## config.mk

```make
export PLATFORM = sky130hd
export DESIGN_NAME = cpu_bus_arbiter
export DESIGN_NICKNAME = d
export VERILOG_FILES = /design/src/rtl/cpu_bus_arbiter.sv
export SDC_FILE = /design/constraint.sdc
export NUM_CORES = 1
export LEC_CHECK = 0
export BUFFER_PORTS_ARGS = -buffer_cell sky130_fd_sc_hd__buf_2
export CAP_MARGIN = 10
export CELL_PAD_IN_SITES_DETAIL_PLACEMENT = 0
export CELL_PAD_IN_SITES_GLOBAL_PLACEMENT = 1
export CORE_AREA = 2 2 110 112
export CTS_CLUSTER_DIAMETER = 150
export DETAILED_ROUTE_END_ITERATION = 10
export DIE_AREA = 0 0 112 114
export PLACE_DENSITY_LB_ADDON = 0.05
export REMOVE_ABC_BUFFERS = 1
export SYNTH_ARGS = -nofsm -noshare
export SYNTH_HDL_FRONTEND = slang
export SYNTH_SLANG_ARGS = --single-unit
```

## constraint.sdc

```tcl
create_clock -name clk_i -period 6.1 [get_ports clk_i]
set_input_delay 1.22 -clock clk_i [delete_from_list [all_inputs] [get_ports clk_i]]
set_output_delay 1.22 -clock clk_i [all_outputs]
set_load 0.02 [all_outputs]
```

## src/rtl/cpu_bus_arbiter.sv

```systemverilog
`default_nettype none
// ============================================================================
//  Module   : cpu_bus_arbiter
//  Purpose  : Two-requester arbiter for the shared CPU system bus. Port 0 is
//             the instruction-fetch sub-interface and port 1 is the
//             data-memory sub-interface. One port is granted per transaction.
//             The granted port's address, data and control are muxed onto
//             the bus, and the slave ack is returned to that port only. A
//             watchdog aborts any transaction whose strobe is not acked
//             within TIMEOUT cycles.
//  Revision : 1.0  initial release
// ----------------------------------------------------------------------------
//  Parameters
//    RR_MODE  0 = fixed priority (port 1 wins ties),
//             1 = round-robin (port not served last wins ties)
//    TIMEOUT  strobe cycles without ack before abort (2..65535)
//    CNT_W    watchdog counter width, 2**CNT_W > TIMEOUT
//  Ports
//    clk_i, rst_n_i          clock, synchronous active-low reset
//    mX_req_i / mX_stb_i     request / strobe from port X
//    mX_we_i / mX_adr_i      write enable / address from port X
//    mX_dat_i / mX_sel_i     write data / byte selects from port X
//    mX_ack_o / mX_err_o     per-port ack / one-cycle timeout abort
//    m_dat_o                 read data broadcast to both ports
//    bus_*_o / bus_*_i       shared system bus master side
//    grant_o                 one-hot grant (bit0 port 0, bit1 port 1)
//    timeout_o               sticky abort flag, cleared only by reset
// ============================================================================
module cpu_bus_arbiter #(
  parameter int RR_MODE = 0,
  parameter int TIMEOUT = 255,
  parameter int CNT_W   = 16
) (
  input  logic        clk_i,
  input  logic        rst_n_i,
  // port 0 : instruction fetch
  input  logic        m0_req_i,
  input  logic        m0_stb_i,
  input  logic        m0_we_i,
  input  logic [31:0] m0_adr_i,
  input  logic [31:0] m0_dat_i,
  input  logic [3:0]  m0_sel_i,
  output logic        m0_ack_o,
  output logic        m0_err_o,
  // port 1 : data memory
  input  logic        m1_req_i,
  input  logic        m1_stb_i,
  input  logic        m1_we_i,
  input  logic [31:0] m1_adr_i,
  input  logic [31:0] m1_dat_i,
  input  logic [3:0]  m1_sel_i,
  output logic        m1_ack_o,
  output logic        m1_err_o,
  // shared read data
  output logic [31:0] m_dat_o,
  // system bus
  output logic        bus_cyc_o,
  output logic        bus_stb_o,
  output logic        bus_we_o,
  output logic [31:0] bus_adr_o,
  output logic [31:0] bus_dat_o,
  output logic [3:0]  bus_sel_o,
  input  logic        bus_ack_i,
  input  logic [31:0] bus_dat_i,
  // status
  output logic [1:0]  grant_o,
  output logic        timeout_o
);

  // --------------------------------------------------------------------------
  // State encoding
  // --------------------------------------------------------------------------
  localparam logic [1:0] S_IDLE = 2'd0;
  localparam logic [1:0] S_GNT0 = 2'd1;
  localparam logic [1:0] S_GNT1 = 2'd2;

  // Count value at which a still-unacked strobe is aborted.
  localparam logic [CNT_W-1:0] C_CNT_LAST = CNT_W'(TIMEOUT - 1);
  localparam logic [CNT_W-1:0] C_CNT_MAX  = {CNT_W{1'b1}};

  logic [1:0]       r_state;
  logic [1:0]       w_state_nxt;
  logic             r_last;        // last served port: 0 = port 0, 1 = port 1
  logic             w_last_nxt;
  logic [CNT_W-1:0] r_cnt;
  logic [CNT_W-1:0] w_cnt_nxt;
  logic             r_timeout;

  logic             w_gnt0;
  logic             w_gnt1;
  logic             w_granted;
  logic             w_req;         // request of the currently granted port
  logic             w_stb;         // strobe of the currently granted port
  logic             w_wait;        // strobe outstanding without ack this cycle
  logic             w_tmo;         // watchdog abort this cycle
  logic             w_tie_pick1;   // tie-break choice when both ports request

  assign w_gnt0    = (r_state == S_GNT0);
  assign w_gnt1    = (r_state == S_GNT1);
  assign w_granted = w_gnt0 | w_gnt1;

  // Fixed priority always hands ties to the data port; round-robin hands
  // them to whichever port was not served last.
  assign w_tie_pick1 = (RR_MODE == 0) ? 1'b1 : ~r_last;

  // --------------------------------------------------------------------------
  // Bus mux: the granted port drives the bus, idle drives zeros.
  // --------------------------------------------------------------------------
  always_comb begin
    w_req     = 1'b0;
    w_stb     = 1'b0;
    bus_we_o  = 1'b0;
    bus_adr_o = 32'h0;
    bus_dat_o = 32'h0;
    bus_sel_o = 4'h0;
    if (w_gnt0) begin
      w_req     = m0_req_i;
      w_stb     = m0_stb_i;
      bus_we_o  = m0_we_i;
      bus_adr_o = m0_adr_i;
      bus_dat_o = m0_dat_i;
      bus_sel_o = m0_sel_i;
    end else if (w_gnt1) begin
      w_req     = m1_req_i;
      w_stb     = m1_stb_i;
      bus_we_o  = m1_we_i;
      bus_adr_o = m1_adr_i;
      bus_dat_o = m1_dat_i;
      bus_sel_o = m1_sel_i;
    end
  end

  assign bus_cyc_o = w_granted;
  assign bus_stb_o = w_stb;

  // An ack in the abort cycle still completes the transfer, so the abort
  // condition requires the ack to be absent.
  assign w_wait = w_granted & w_stb & ~bus_ack_i;
  assign w_tmo  = w_wait & (r_cnt == C_CNT_LAST);

  // Ack only reaches the port that owns the bus.
  assign m0_ack_o = w_gnt0 & bus_ack_i;
  assign m1_ack_o = w_gnt1 & bus_ack_i;
  assign m0_err_o = w_gnt0 & w_tmo;
  assign m1_err_o = w_gnt1 & w_tmo;
  assign m_dat_o  = bus_dat_i;

  assign grant_o   = {w_gnt1, w_gnt0};
  assign timeout_o = r_timeout;

  // --------------------------------------------------------------------------
  // Next-state logic
  // --------------------------------------------------------------------------
  always_comb begin
    w_state_nxt = r_state;
    w_last_nxt  = r_last;
    case (r_state)
      S_IDLE: begin
        if (m0_req_i && m1_req_i) begin
          w_state_nxt = w_tie_pick1 ? S_GNT1 : S_GNT0;
        end else if (m1_req_i) begin
          w_state_nxt = S_GNT1;
        end else if (m0_req_i) begin
          w_state_nxt = S_GNT0;
        end
      end
      S_GNT0, S_GNT1: begin
        // Completion and abort both count as having served this port;
        // a withdrawn request does not.
        if (bus_ack_i || w_tmo) begin
          w_state_nxt = S_IDLE;
          w_last_nxt  = w_gnt1;
        end else if (!w_req) begin
          w_state_nxt = S_IDLE;
        end
      end
      default: begin
        w_state_nxt = S_IDLE;
      end
    endcase
  end

  // Watchdog: held at zero while idle so every grant starts from zero, then
  // counts unacked strobe cycles and saturates rather than wrapping.
  always_comb begin
    w_cnt_nxt = r_cnt;
    if (!w_granted) begin
      w_cnt_nxt = '0;
    end else if (w_wait && (r_cnt != C_CNT_MAX)) begin
      w_cnt_nxt = r_cnt + 1'b1;
    end
  end

  // --------------------------------------------------------------------------
  // Registers
  // --------------------------------------------------------------------------
  always_ff @(posedge clk_i) begin
    if (!rst_n_i) begin
      r_state   <= S_IDLE;
      r_last    <= 1'b1;
      r_cnt     <= '0;
      r_timeout <= 1'b0;
    end else begin
      r_state <= w_state_nxt;
      r_last  <= w_last_nxt;
      r_cnt   <= w_cnt_nxt;
      if (w_tmo) begin
        r_timeout <= 1'b1;
      end
    end
  end

endmodule
`default_nettype wire

```

## Word-level counts from Yosys, hierarchy flattened

Index checks and enable logic that the tools add are counted.

- Memory bits (read-only): 0
- Memories kept: 0
- Input port bits: 177
- Logic and storage cells: 44
- Bits in writable memories: 0
- Output and inout bits: 110
- Flip-flop bits (word level): 19
- Latch bits: 0

- Bitwise logic cells: 9
- Reduce and logical (&&, ||, !) cells: 7
- Muxes and demuxes: 18
- Shifts and indexed selects: 0
- Magnitude comparators: 0
- $add $sub $neg: 1
- Div/mod/pow operators: 0
- Eq/ne operators: 6
- Multipliers: 0

Operator list:

| kind | count |
|---|---|
| $mux 32 | 4 |
| $add 16x1->16 const B | 1 |
| $eq 16x8->1 const B | 1 |
| $ne 16x16->1 const B | 1 |
| $mux 2 | 5 |
| $mux 4 | 2 |
| $and 1x1->1 | 7 |
| $mux 1 | 6 |
| $ne 4x4->1 const B | 1 |
| $pmux 2 s2 | 1 |
| $reduce_and 2->1 | 2 |
| $ne 3x3->1 const B | 1 |
| $eq 2x1->1 const B | 1 |
| $eq 2x2->1 const B | 1 |
| $logic_and 1x1->1 | 2 |
| $logic_not 2->1 | 1 |
| $reduce_or 2->1 | 1 |
| $logic_or 1x1->1 | 1 |
| $not 1->1 | 1 |
| $or 1x1->1 | 1 |

## Logic depth before layout (Yosys ltp)

Gate-level depths: netlist (run 1).

- Word-level depth: 9
- Depth in mapped cells: 8
- Mapped depth without buffers: 7

## Least setup slack after synthesis (run 1)

Ideal clock, no wire load.

- Path kind: input port to output port
- From: input bus_ack_i
- To: output m0_err_o
- Cell stages on the path: 4
- Arrival time: 2329 ps
- Setup slack: 2551 ps
- Cells stage by stage: nand2b_1 -> a21o_4 -> nor3_1 -> and2_1

- Word-level cells in the longest chain between the ends: 4

Ends and longest elaborated chain:

| item | RTL line | RTL |
|---|---|---|
| start: declaration | 63 | `input logic bus_ack_i,` |
| $not 1->1 | 138 | `assign w_wait = w_granted & w_stb & ~bus_ack_i;` |
| $and 1x1->1 | 138 |  |
| $and 1x1->1 | 139 | `assign w_tmo = w_wait & (r_cnt == C_CNT_LAST);` |
| $and 1x1->1 | 144 | `assign m0_err_o = w_gnt0 & w_tmo;` |
| end: declaration | 44 | `output logic m0_err_o,` |

No other way between the ends.

## Worst setup path in the final report (run 1)

- From: register r_state[1]
- To: output bus_adr_o[18]

- Word-level cells in the longest chain between the ends: 3

Ends and longest elaborated chain:

| item | RTL line | RTL |
|---|---|---|
| start: declaration | 81 | `logic [1:0] r_state;` |
| start signal: assignment | 204 | `r_state <= w_state_nxt;` |
| $eq 2x2->1 | n/a |  |
| $mux 32 | 123 | `end else if (w_gnt1) begin` |
| $mux 32 (*) | 116 | `if (w_gnt0) begin` |
| end: declaration | 60 | `output logic [31:0] bus_adr_o,` |

Every way passes the cells marked *; elsewhere a longest branch is shown, timed or not.

==> metrics.txt, run 1 <==
status completed; Final Wtd Congestion 0.788; post-CTS setup buffer count 0; Clock Sink Count 19; Worst Setup Path Type reg2out; number of global-route vias before repair 2483; Hold WC Path Type reg2reg; Seq pwr share 0.252; logic gate share of total power 0.480; area delta synth->final 53.3%; Clock Skew 0.00449 ns; top cells by area, synth a22o_1, dfxtp_1, buf_4, ha_1, nand2_1; Distinct cells, synth 41; hold buffer count at CTS 0; Final Instance Area 3090 um^2; Peak VDD IR 0.0000891 V; Leakage Power 1.63 nW; gr usage total 0.162; first-pass GRT wire length 15.7 mm; mapped cell area 2020 um^2; final setup fails 0; gr ovfl total 0; TritonRoute pass-1 iters 4; DIE WIDTH 112 um; initial drt markers 115; Max Cap Viol 0; Top Ports 287; flop2flop setup slack 3.57 ns; Yosys top cell by area a22o_1; Die H 114 um; number of flops mapped to enable cells by yosys 0; top cells by count, synth a22o_1, buf_4, dfxtp_1; Top FF cell, synth dfxtp_1; setup_tns 0 ns; maximum fanout along the worst path 60; minimum clock period 4.22 ns; drt drc 0; CTS tree yes; CTS Buf Count 3; H-tree depth 1; Yosys warnings 0; drt via density 4.54; Sw Share 0.377; die area 12800 um^2; asr flop ratio synth 0; Max Clk Rate 237 MHz; HPWL Detailed 9.83 mm; CORE AREA 11700 um^2; post-layout util 0.264; Seq/Total Area, Yosys 0.189; via count 2626; antenna violations before repair 4; cells after synthesis 252; cell with the most instances after synthesis a22o_1; max incr delay on CP 0.79 ns; Req. time, crit path 4.88 ns; PortBufs 222; maximum clock insertion buffer count 2; final net count 610; Yosys reg bits 19; total routed wirelength 11.7 mm; Avg Cell Area, Syn 8.00 um^2; CTS resizes 0; Slew Limit Fails 0; power density cells 163 nW/um^2; placed inst area 3000 um^2; count of final hold-check violations 0; clock share of power 0.269; critical path, cell by cell inv_1 > ha_2 > buf_4 > nor2b_4 > buf_4 > a22o_1 > buf_2; internal power 0.000313 W; Crit. End Element output pin; root buffer cell clkbuf_16; clock latency on the worst-skew pair 0.25 ns; startpoint class of the critical path flip-flop; Psw 0.000189 W; final antenna-violating net count 0; most frequent CP cell buf_4; num rows 40; Crit-path slowest cell nor2b_4; period utilisation layout 0.692; Tightest Pin Transition 0.908 ns; mean routed wirelength per cell 20.2 um; initial core utilization 0.172; critical path arrival 3.00 ns; RSZ-0062 raised after global routing no; Slew headroom 0.393; Yosys top cell area share 0.295; Clk pin slew, worst setup/hold paths 0.06 ns; layout cells sized above 1 0.550; pin count of the biggest net entering global routing 61
cell usage in the layout, fill, tap and decap left out, types with 2 or more instances in the layout:
| cell | synthesis | routed |
|---|---|---|
| diode_2 | 0 | 4 |
| ha_1 | 5 | 4 |
| xnor2_1 | 6 | 6 |
| a22o_1 | 68 | 68 |
| buf_2 | 1 | 222 |
| xor2_1 | 4 | 4 |
| buf_4 | 34 | 2 |
| nand4_1 | 4 | 4 |
| and2_1 | 4 | 4 |
| inv_1 | 6 | 6 |
| or3_1 | 4 | 4 |
| a21oi_1 | 5 | 5 |
| nand3_1 | 8 | 8 |
| nor3_1 | 5 | 5 |
| nand2_1 | 16 | 16 |
| nand2b_1 | 2 | 2 |
| nor4_1 | 3 | 3 |
| dfxtp_1 | 19 | 19 |
| and3_1 | 2 | 2 |
| nor2_1 | 13 | 13 |
| clkbuf_16 | 0 | 3 |
| o21ai_0 | 6 | 6 |
power groups by stage:
stage,clock network [W],logic [W],registers (W)
after global routing,0.000146,0.000258,0.000127
after CTS,0.000141,0.000243,0.000126
after floorplan,0,0.000132,0.000129
final,0.000135,0.000241,0.000126
after detailed placement,0,0.000242,0.000129
after global placement,0,0.000244,0.000129
logic make-up after synthesis:
| logic type | Yosys count | synth area share |
|---|---|---|
| AO/OA/AOI/OAI | 88 | 0.366 |
| AND/OR/NAND/NOR | 71 | 0.193 |
| adder cells (fa/ha/maj) | 5 | 0.0310 |
| flip-flops | 19 | 0.189 |
| XOR/XNOR | 10 | 0.0434 |
| buffers and inverters | 59 | 0.178 |
routing by layer:
layer | up-vias | GRT usage | part of all wire
li1 | 1270 | - | -
met1 | 1197 | 0.188 | 0.39
met2 | 151 | 0.267 | 0.48
met3 | 8 | 0.0834 | 0.12
met4 | 0 | 0.0431 | 0.015
met5 | - | 0 | 0
metrics by stage:
stage / setup slack [ns] / cells / hold WS, ns / total power [W]
finish: 1.88 / 578 / 0.456 / 0.000502
global route: 1.65 / 576 / 0.497 / 0.000530
CTS: 1.88 / 574 / 0.462 / 0.000510
detailed placement: 2.04 / 570 / 0.448 / 0.000371
global placement: 2.11 / 570 / 0.446 / 0.000373
floorplan: 0.643 / 199 / 0.464 / 0.000261
layout make-up:
class	count	area, um^2
Multi-Input combinational cell	174	1290
Inverter	6	22.5
Timing Repair Buffer	224	1130
Sequential cell	19	380
Fill cell	1358	8620
Clock buffer	4	78.8
Tap cell	147	184
Antenna cell	4	10.0
critical path, delay by kind of cell (launching register included):
family                     cells  cell delay [ns]
AOI/OAI and AO/OA              1             0.22
adders and majority gates      1             0.29
DFF                            1             0.35
and+or+nand+nor                1             0.79
buffers and inverters          4             1.07
sequential cells by signal, summed over array words and instances (netlist names):
register and cells:
timeout_o 1, r_state 2, r_cnt 16
worst paths after layout:
check,cells after the start,start,to
max reg2reg,7,r_state[1],r_cnt[11]
min reg2reg,1,timeout_o,timeout_o
max,7,r_state[1],bus_adr_o[18]
min,1,timeout_o,timeout_o
(Power assumes the default switching activity.)
==> run 2: changes to the inputs <==
--- a/config.mk
+++ b/config.mk
@@ -5,6 +5,7 @@
 export SDC_FILE = /design/constraint.sdc
 export NUM_CORES = 1
 export LEC_CHECK = 0
+export ABC_AREA = 1
 export BUFFER_PORTS_ARGS = -buffer_cell sky130_fd_sc_hd__buf_2
 export CAP_MARGIN = 10
 export CELL_PAD_IN_SITES_DETAIL_PLACEMENT = 0
==> constraint.sdc (replaced) <==
create_clock -name clk_i -period 3.9 [get_ports clk_i]
set_input_delay 0.78 -clock clk_i [delete_from_list [all_inputs] [get_ports clk_i]]
set_output_delay 0.78 -clock clk_i [all_outputs]
set_load 0.02 [all_outputs]
==> metrics.txt, run 2 <==
status completed; initial drt markers 143 (+24%); Max Clk Rate 339 MHz; CTS tree yes; power density cells 238 nW/um^2 (+47%); critical path, cell by cell inv_1 > ha_2 > buf_4 > a22o_1 > buf_2; number of global-route vias before repair 2711 (+9.2%); cells after synthesis 318 (+26%); CORE AREA 11700 um^2 (unchanged); dpl cells 637 (+12%); pin count of the biggest net entering global routing 60 (-1.6%); Seq/Total Area, Yosys 0.166 (-0.0224); area delta synth->final 46.4%; clock latency on the worst-skew pair 0.25 ns (about the same); WHS Path Cells 2 (+1); end of the worst register-to-register path r_cnt[5]; PortBufs 222 (unchanged); Leakage Power 1.82 nW (+11%); Clock Sink Count 19 (unchanged); Final Wtd Congestion 0.759 (-3.6%); Hold WC Path Type reg2reg; reg-to-reg startpoint r_state[1]; critical path arrival 2.17 ns (-0.83 ns); Die H 114 um (unchanged); initial core utilization 0.195 (+0.0232); die area 12800 um^2 (unchanged); total routed wirelength 12.6 mm (+8.1%); period utilisation layout 0.757; top cells by count, synth a22o_1, nand2_1, buf_4; Tightest Pin Transition 0.764 ns (-0.144 ns); Top FF cell, synth dfxtp_1; Yosys top cell by area a22o_1; CTS resizes 0 (unchanged); Crit. End Element output pin; flop2flop setup slack 1.59 ns (-1.98 ns); max reg flops 16 (unchanged); drt via density 4.46 (-1.8%); layout cells sized above 1 0.530 (-0.0200); Worst Setup Path Type reg2out; Req. time, crit path 3.12 ns (-1.76 ns); cell with the most instances after synthesis a22o_1; Peak VDD IR 0.000121 V (+36%); RSZ-0062 raised after global routing no; Yosys warnings 0 (unchanged); Reg2Reg Depth 10 (+3); count of final hold-check violations 0 (unchanged); CP Buf/Inv Count 3 (-1); WHS Endpoint timeout_o; total power draw 0.000798 W (+59%); max incr delay on CP 0.59 ns (-0.20 ns); TritonRoute pass-1 iters 4 (unchanged); mapped cell area 2290 um^2 (+13%); HPWL Detailed 10.4 mm (+6.2%); via count 2872 (+9.4%); startpoint class of the critical path flip-flop; CTS Buf Count 3 (unchanged); setup slack at placement 1.21 ns (-0.835 ns); gr ovfl total 0 (unchanged); CP top delay family buffers and inverters; Slew headroom 0.489 (+0.0959); Clk pin slew, worst setup/hold paths 0.06 ns (about the same); Yosys top cell area share 0.264 (-0.0312); Top Ports 287 (unchanged); Max Cap Viol 0 (unchanged); number of flops mapped to enable cells by yosys 0 (unchanged); post-CTS setup buffer count 0 (unchanged); most frequent cells in the layout buf_2, a22o_1, nand2_1; Clock Skew 0.00209 ns (-0.00241 ns); Slew Limit Fails 0 (unchanged); hold buffer count at CTS 0 (unchanged); H-tree depth 1 (unchanged); final setup fails 0 (unchanged); Crit-path slowest cell buf_4; final antenna-violating net count 0 (unchanged); top cells by area, synth a22o_1, dfxtp_1, buf_4, nand2_1, inv_1; minimum clock period 2.95 ns; most common cell after layout, fill and taps aside buf_2; Top reg by flops r_cnt; final net count 677 (+11%); hold slack 0.447 ns (-0.00942 ns); drt drc 0 (unchanged); root buffer cell clkbuf_16; Yosys reg bits 19 (unchanged); Distinct cells, synth 31 (-24%); Final Non-Filler Cells 644 (+11%); asr flop ratio synth 0 (unchanged); min setup slack post-route 0.949 ns (-0.927 ns); num rows 40 (unchanged); Avg Cell Area, Syn 7.19 um^2 (-10%); mean routed wirelength per cell 19.6 um (-3.0%); gr usage total 0.180 (+0.0180); Hold Startpoint timeout_o; first-pass GRT wire length 17.4 mm (+11%); maximum fanout along the worst path 58 (-3.3%); antenna violations before repair 4 (unchanged); DIE WIDTH 112 um (unchanged); maximum clock insertion buffer count 2 (unchanged)
[run 2: cell count changes after synthesis, moves of 3 or more]
cell	change
o21ai_0	-4
nand2_1	+37
nor2_1	+4
inv_1	+22
a21oi_2	+10
nand3_1	+3
and2_1	-3
xnor2_1	-5
xor2_1	+6
or3_1	-4
a21oi_1	+3
nand2_2	+12
[run 2: kinds of logic (layout without fill, tap and decap cells)]
group	after synthesis	count (layout)	share of synthesized area
and+or+nand+nor	110	110	0.229
AOI/OAI and AO/OA	90	90	0.328
buffers and inverters	83	259	0.207
DFF	19	19	0.166
xor gates and xnor gates	11	11	0.0421
adders and majority gates	5	5	0.0274
other	0	3	0
[run 2: final cells by class]
type | instances | area [um^2]
fill | 1359 | 8360
multi-input combinational | 216 | 1440
timing repair buffer | 224 | 1140
sequential | 19 | 380
tap | 147 | 184
inverter | 31 | 118
clock buffer | 3 | 75.1
antenna | 3 | 7.51
clock inverter | 1 | 5.00
[run 2: routing by layer]
metal / vias to the layer above / track usage / routed length (um)
met5: - / 0.0118 / 11
met3: 8 / 0.0680 / 1160
met1: 1298 / 0.233 / 5400
met4: 2 / 0.0358 / 123
met2: 149 / 0.289 / 5940
li1: 1415 / - / -
[run 2: worst max-delay path by stage]
stage	startpoint	endpoint	cells after the start
2_1_floorplan	r_state[1]	bus_adr_o[0]	4
4_1_cts	r_state[1]	bus_dat_o[9]	5
3_3_place_gp	r_state[1]	bus_dat_o[9]	5
6_report	r_state[1]	bus_dat_o[9]	5
3_5_place_dp	r_state[1]	bus_dat_o[29]	5
5_1_grt	r_state[1]	bus_dat_o[9]	5
[run 2: per-stage QoR]
stage,instance area (um^2),TNS (ns),util
2_1_floorplan,1930,-11.19,-
3_3_place_gp,3260,0,0.278
3_5_place_dp,3260,0,0.278
4_1_cts,3340,0,0.285
5_1_grt,3340,0,0.285
6_report,3350,0,0.286
[run 2: worst reg2reg max path, cell delays in order, from the launching register on]
cell	delay, ns
dfxtp_1	0.32
inv_1	0.08
ha_2	0.43
inv_1	0.10
nand2_1	0.09
nand2_2	0.07
nor2_4	0.21
inv_1	0.13
a21oi_2	0.51
nand2_1	0.14
a21oi_2	0.14
[run 2: where the power goes]
part | leakage [nW] | switching, W | internal [W]
clock network | 0.0409 | 0.0000801 | 0.000138
registers | 0.153 | 0.00000132 | 0.000196
logic | 1.63 | 0.000227 | 0.000156
==> run 3: changes to the inputs <==
--- a/config.mk
+++ b/config.mk
@@ -10,10 +10,10 @@
 export CAP_MARGIN = 10
 export CELL_PAD_IN_SITES_DETAIL_PLACEMENT = 0
 export CELL_PAD_IN_SITES_GLOBAL_PLACEMENT = 1
-export CORE_AREA = 2 2 110 112
+export CORE_MARGIN = 1
+export CORE_UTILIZATION = 18
 export CTS_CLUSTER_DIAMETER = 150
 export DETAILED_ROUTE_END_ITERATION = 10
-export DIE_AREA = 0 0 112 114
 export PLACE_DENSITY_LB_ADDON = 0.05
 export REMOVE_ABC_BUFFERS = 1
 export SYNTH_ARGS = -nofsm -noshare
==> constraint.sdc (replaced) <==
create_clock -name clk_i -period 2.5 [get_ports clk_i]
set_input_delay 0.5 -clock clk_i [delete_from_list [all_inputs] [get_ports clk_i]]
set_output_delay 0.5 -clock clk_i [all_outputs]
set_load 0.02 [all_outputs]
==> metrics.txt, run 3 (same netlist as run 2, synthesis figures left out) <==
period utilisation layout 0.912; Die H 115 um (+0.64%); Final Wtd Congestion 0.732 (-3.5%); pin count of the biggest net entering global routing 70 (+17%); Slew headroom 0.600 (+0.111); Tightest Pin Transition 0.599 ns (-0.165 ns); area delta synth->final 49.7%; gr ovfl total 0 (unchanged); Slew Limit Fails 0 (unchanged); Leakage Power 1.85 nW (+1.4%); CTS Buf Count 3 (unchanged); startpoint class of the critical path flip-flop; Top Ports 287 (unchanged); status completed; drt drc 0 (unchanged); gr usage total 0.175 (-0.00571); hold slack 0.450 ns (+0.00274 ns); most common cell after layout, fill and taps aside buf_2; CORE AREA 12200 um^2 (+4.3%); final net count 682 (+0.74%); Clk pin slew, worst setup/hold paths 0.06 ns (about the same); Crit. End Element output pin; clock latency on the worst-skew pair 0.25 ns (about the same); drt via density 4.34 (-2.6%); die area 13200 um^2 (+3.1%); number of global-route vias before repair 2707 (-0.15%); setup slack at placement 0.461 ns (-0.749 ns); layout cells sized above 1 0.533 (+0.00270); hold buffer count at CTS 0 (unchanged); TritonRoute pass-1 iters 4 (unchanged); CTS tree yes; final setup fails 0 (unchanged); power density cells 367 nW/um^2 (+54%); setup_tns 0 ns (unchanged); critical path arrival 1.78 ns (-0.39 ns); H-tree depth 1 (unchanged); root buffer cell clkbuf_16; most frequent cells in the layout buf_2, a22o_1, nand2_1; Clock Sink Count 19 (unchanged); dpl cells 663 (+4.1%); num rows 40 (unchanged); RSZ-0062 raised after global routing no; maximum fanout along the worst path 69 (+19%); mean routed wirelength per cell 18.7 um (-4.9%); minimum clock period 2.28 ns; max reg flops 16 (unchanged); Clock Skew 0.00470 ns (+0.00262 ns); total routed wirelength 12.5 mm (-1.1%); first-pass GRT wire length 16.7 mm (-4.2%); Max Cap Viol 0 (unchanged); Req. time, crit path 2.00 ns (-1.12 ns); HPWL Detailed 10.4 mm (about the same); Top reg by flops r_cnt; via count 2911 (+1.4%); DIE WIDTH 115 um (+2.4%); antenna violations before repair 5 (+1); initial core utilization 0.187 (-0.00800); Final Non-Filler Cells 670 (+4.0%); Hold WC Path Type reg2reg; Max Clk Rate 439 MHz; post-CTS setup buffer count 0 (unchanged); PortBufs 222 (unchanged); final antenna-violating net count 0 (unchanged); min setup slack post-route 0.221 ns (-0.729 ns); initial drt markers 138 (-3.5%); Worst Setup Path Type reg2out; maximum clock insertion buffer count 2 (unchanged); count of final hold-check violations 0 (unchanged); Peak VDD IR 0.000184 V (+52%); CTS resizes 0 (unchanged)
-- run 3: cell types whose count changed in the layout (fill, tap and decap cells not counted), sizes merged --
| cell | change |
|---|---|
| clkbuf | +1 |
| clkinv | -1 |
| buf | +5 |
-- run 3: path summary, 6_finish.rpt --
path                            slack [ns]       start  depth (start not counted)       endpoint
worst max-delay path                  0.22  r_state[0]                          7  bus_adr_o[23]
worst min-delay path                  0.45   timeout_o                          2      timeout_o
worst max register to register        0.70  r_state[1]                         11       r_cnt[1]
worst min register to register        0.45   timeout_o                          2      timeout_o
-- run 3: area by class of cell --
type                            count  area (um^2)
Inverter                           31          118
Fill cell                        1411         8790
Antenna cell                        3         7.51
Sequential cell                    19          380
Multi-Input combinational cell    216         1440
Timing Repair Buffer              229         1190
Tap cell                          168          210
Clock buffer                        4         78.8
-- run 3: stage by stage --
stage | utilization | total power [W] | cell area (um^2)
2_1_floorplan | - | 0.000642 | 1930
3_3_place_gp | 0.273 | 0.000927 | 3340
3_5_place_dp | 0.273 | 0.000925 | 3340
4_1_cts | 0.280 | 0.00127 | 3420
5_1_grt | 0.280 | 0.00133 | 3420
6_report | 0.280 | 0.00125 | 3420
-- run 3: routing by layer --
| layer | GRT usage | vias to the layer above | part of all wire | wire length (um) |
|---|---|---|---|---|
| met5 | 0.0111 | - | 0.0018 | 22 |
| met4 | 0.0372 | 4 | 0.013 | 164 |
| met3 | 0.0905 | 15 | 0.12 | 1510 |
| met2 | 0.316 | 149 | 0.50 | 6260 |
| met1 | 0.179 | 1314 | 0.36 | 4550 |
| li1 | - | 1429 | - | - |
-- run 3: critical path, cell delays in order, from the launching register on --
cell,delay (ns)
dfxtp_1,0.31
inv_1,0.09
ha_1,0.22
inv_1,0.10
nor2_4,0.12
buf_12,0.29
a22o_1,0.19
buf_2,0.16
-- run 3: where the power goes --
group          switching [W]  total (W)  internal, W  leakage [nW]
registers         0.00000206   0.000308     0.000306         0.153
logic               0.000353   0.000605     0.000251          1.66
clock network       0.000125   0.000342     0.000217        0.0382
total               0.000480    0.00125     0.000775          1.85
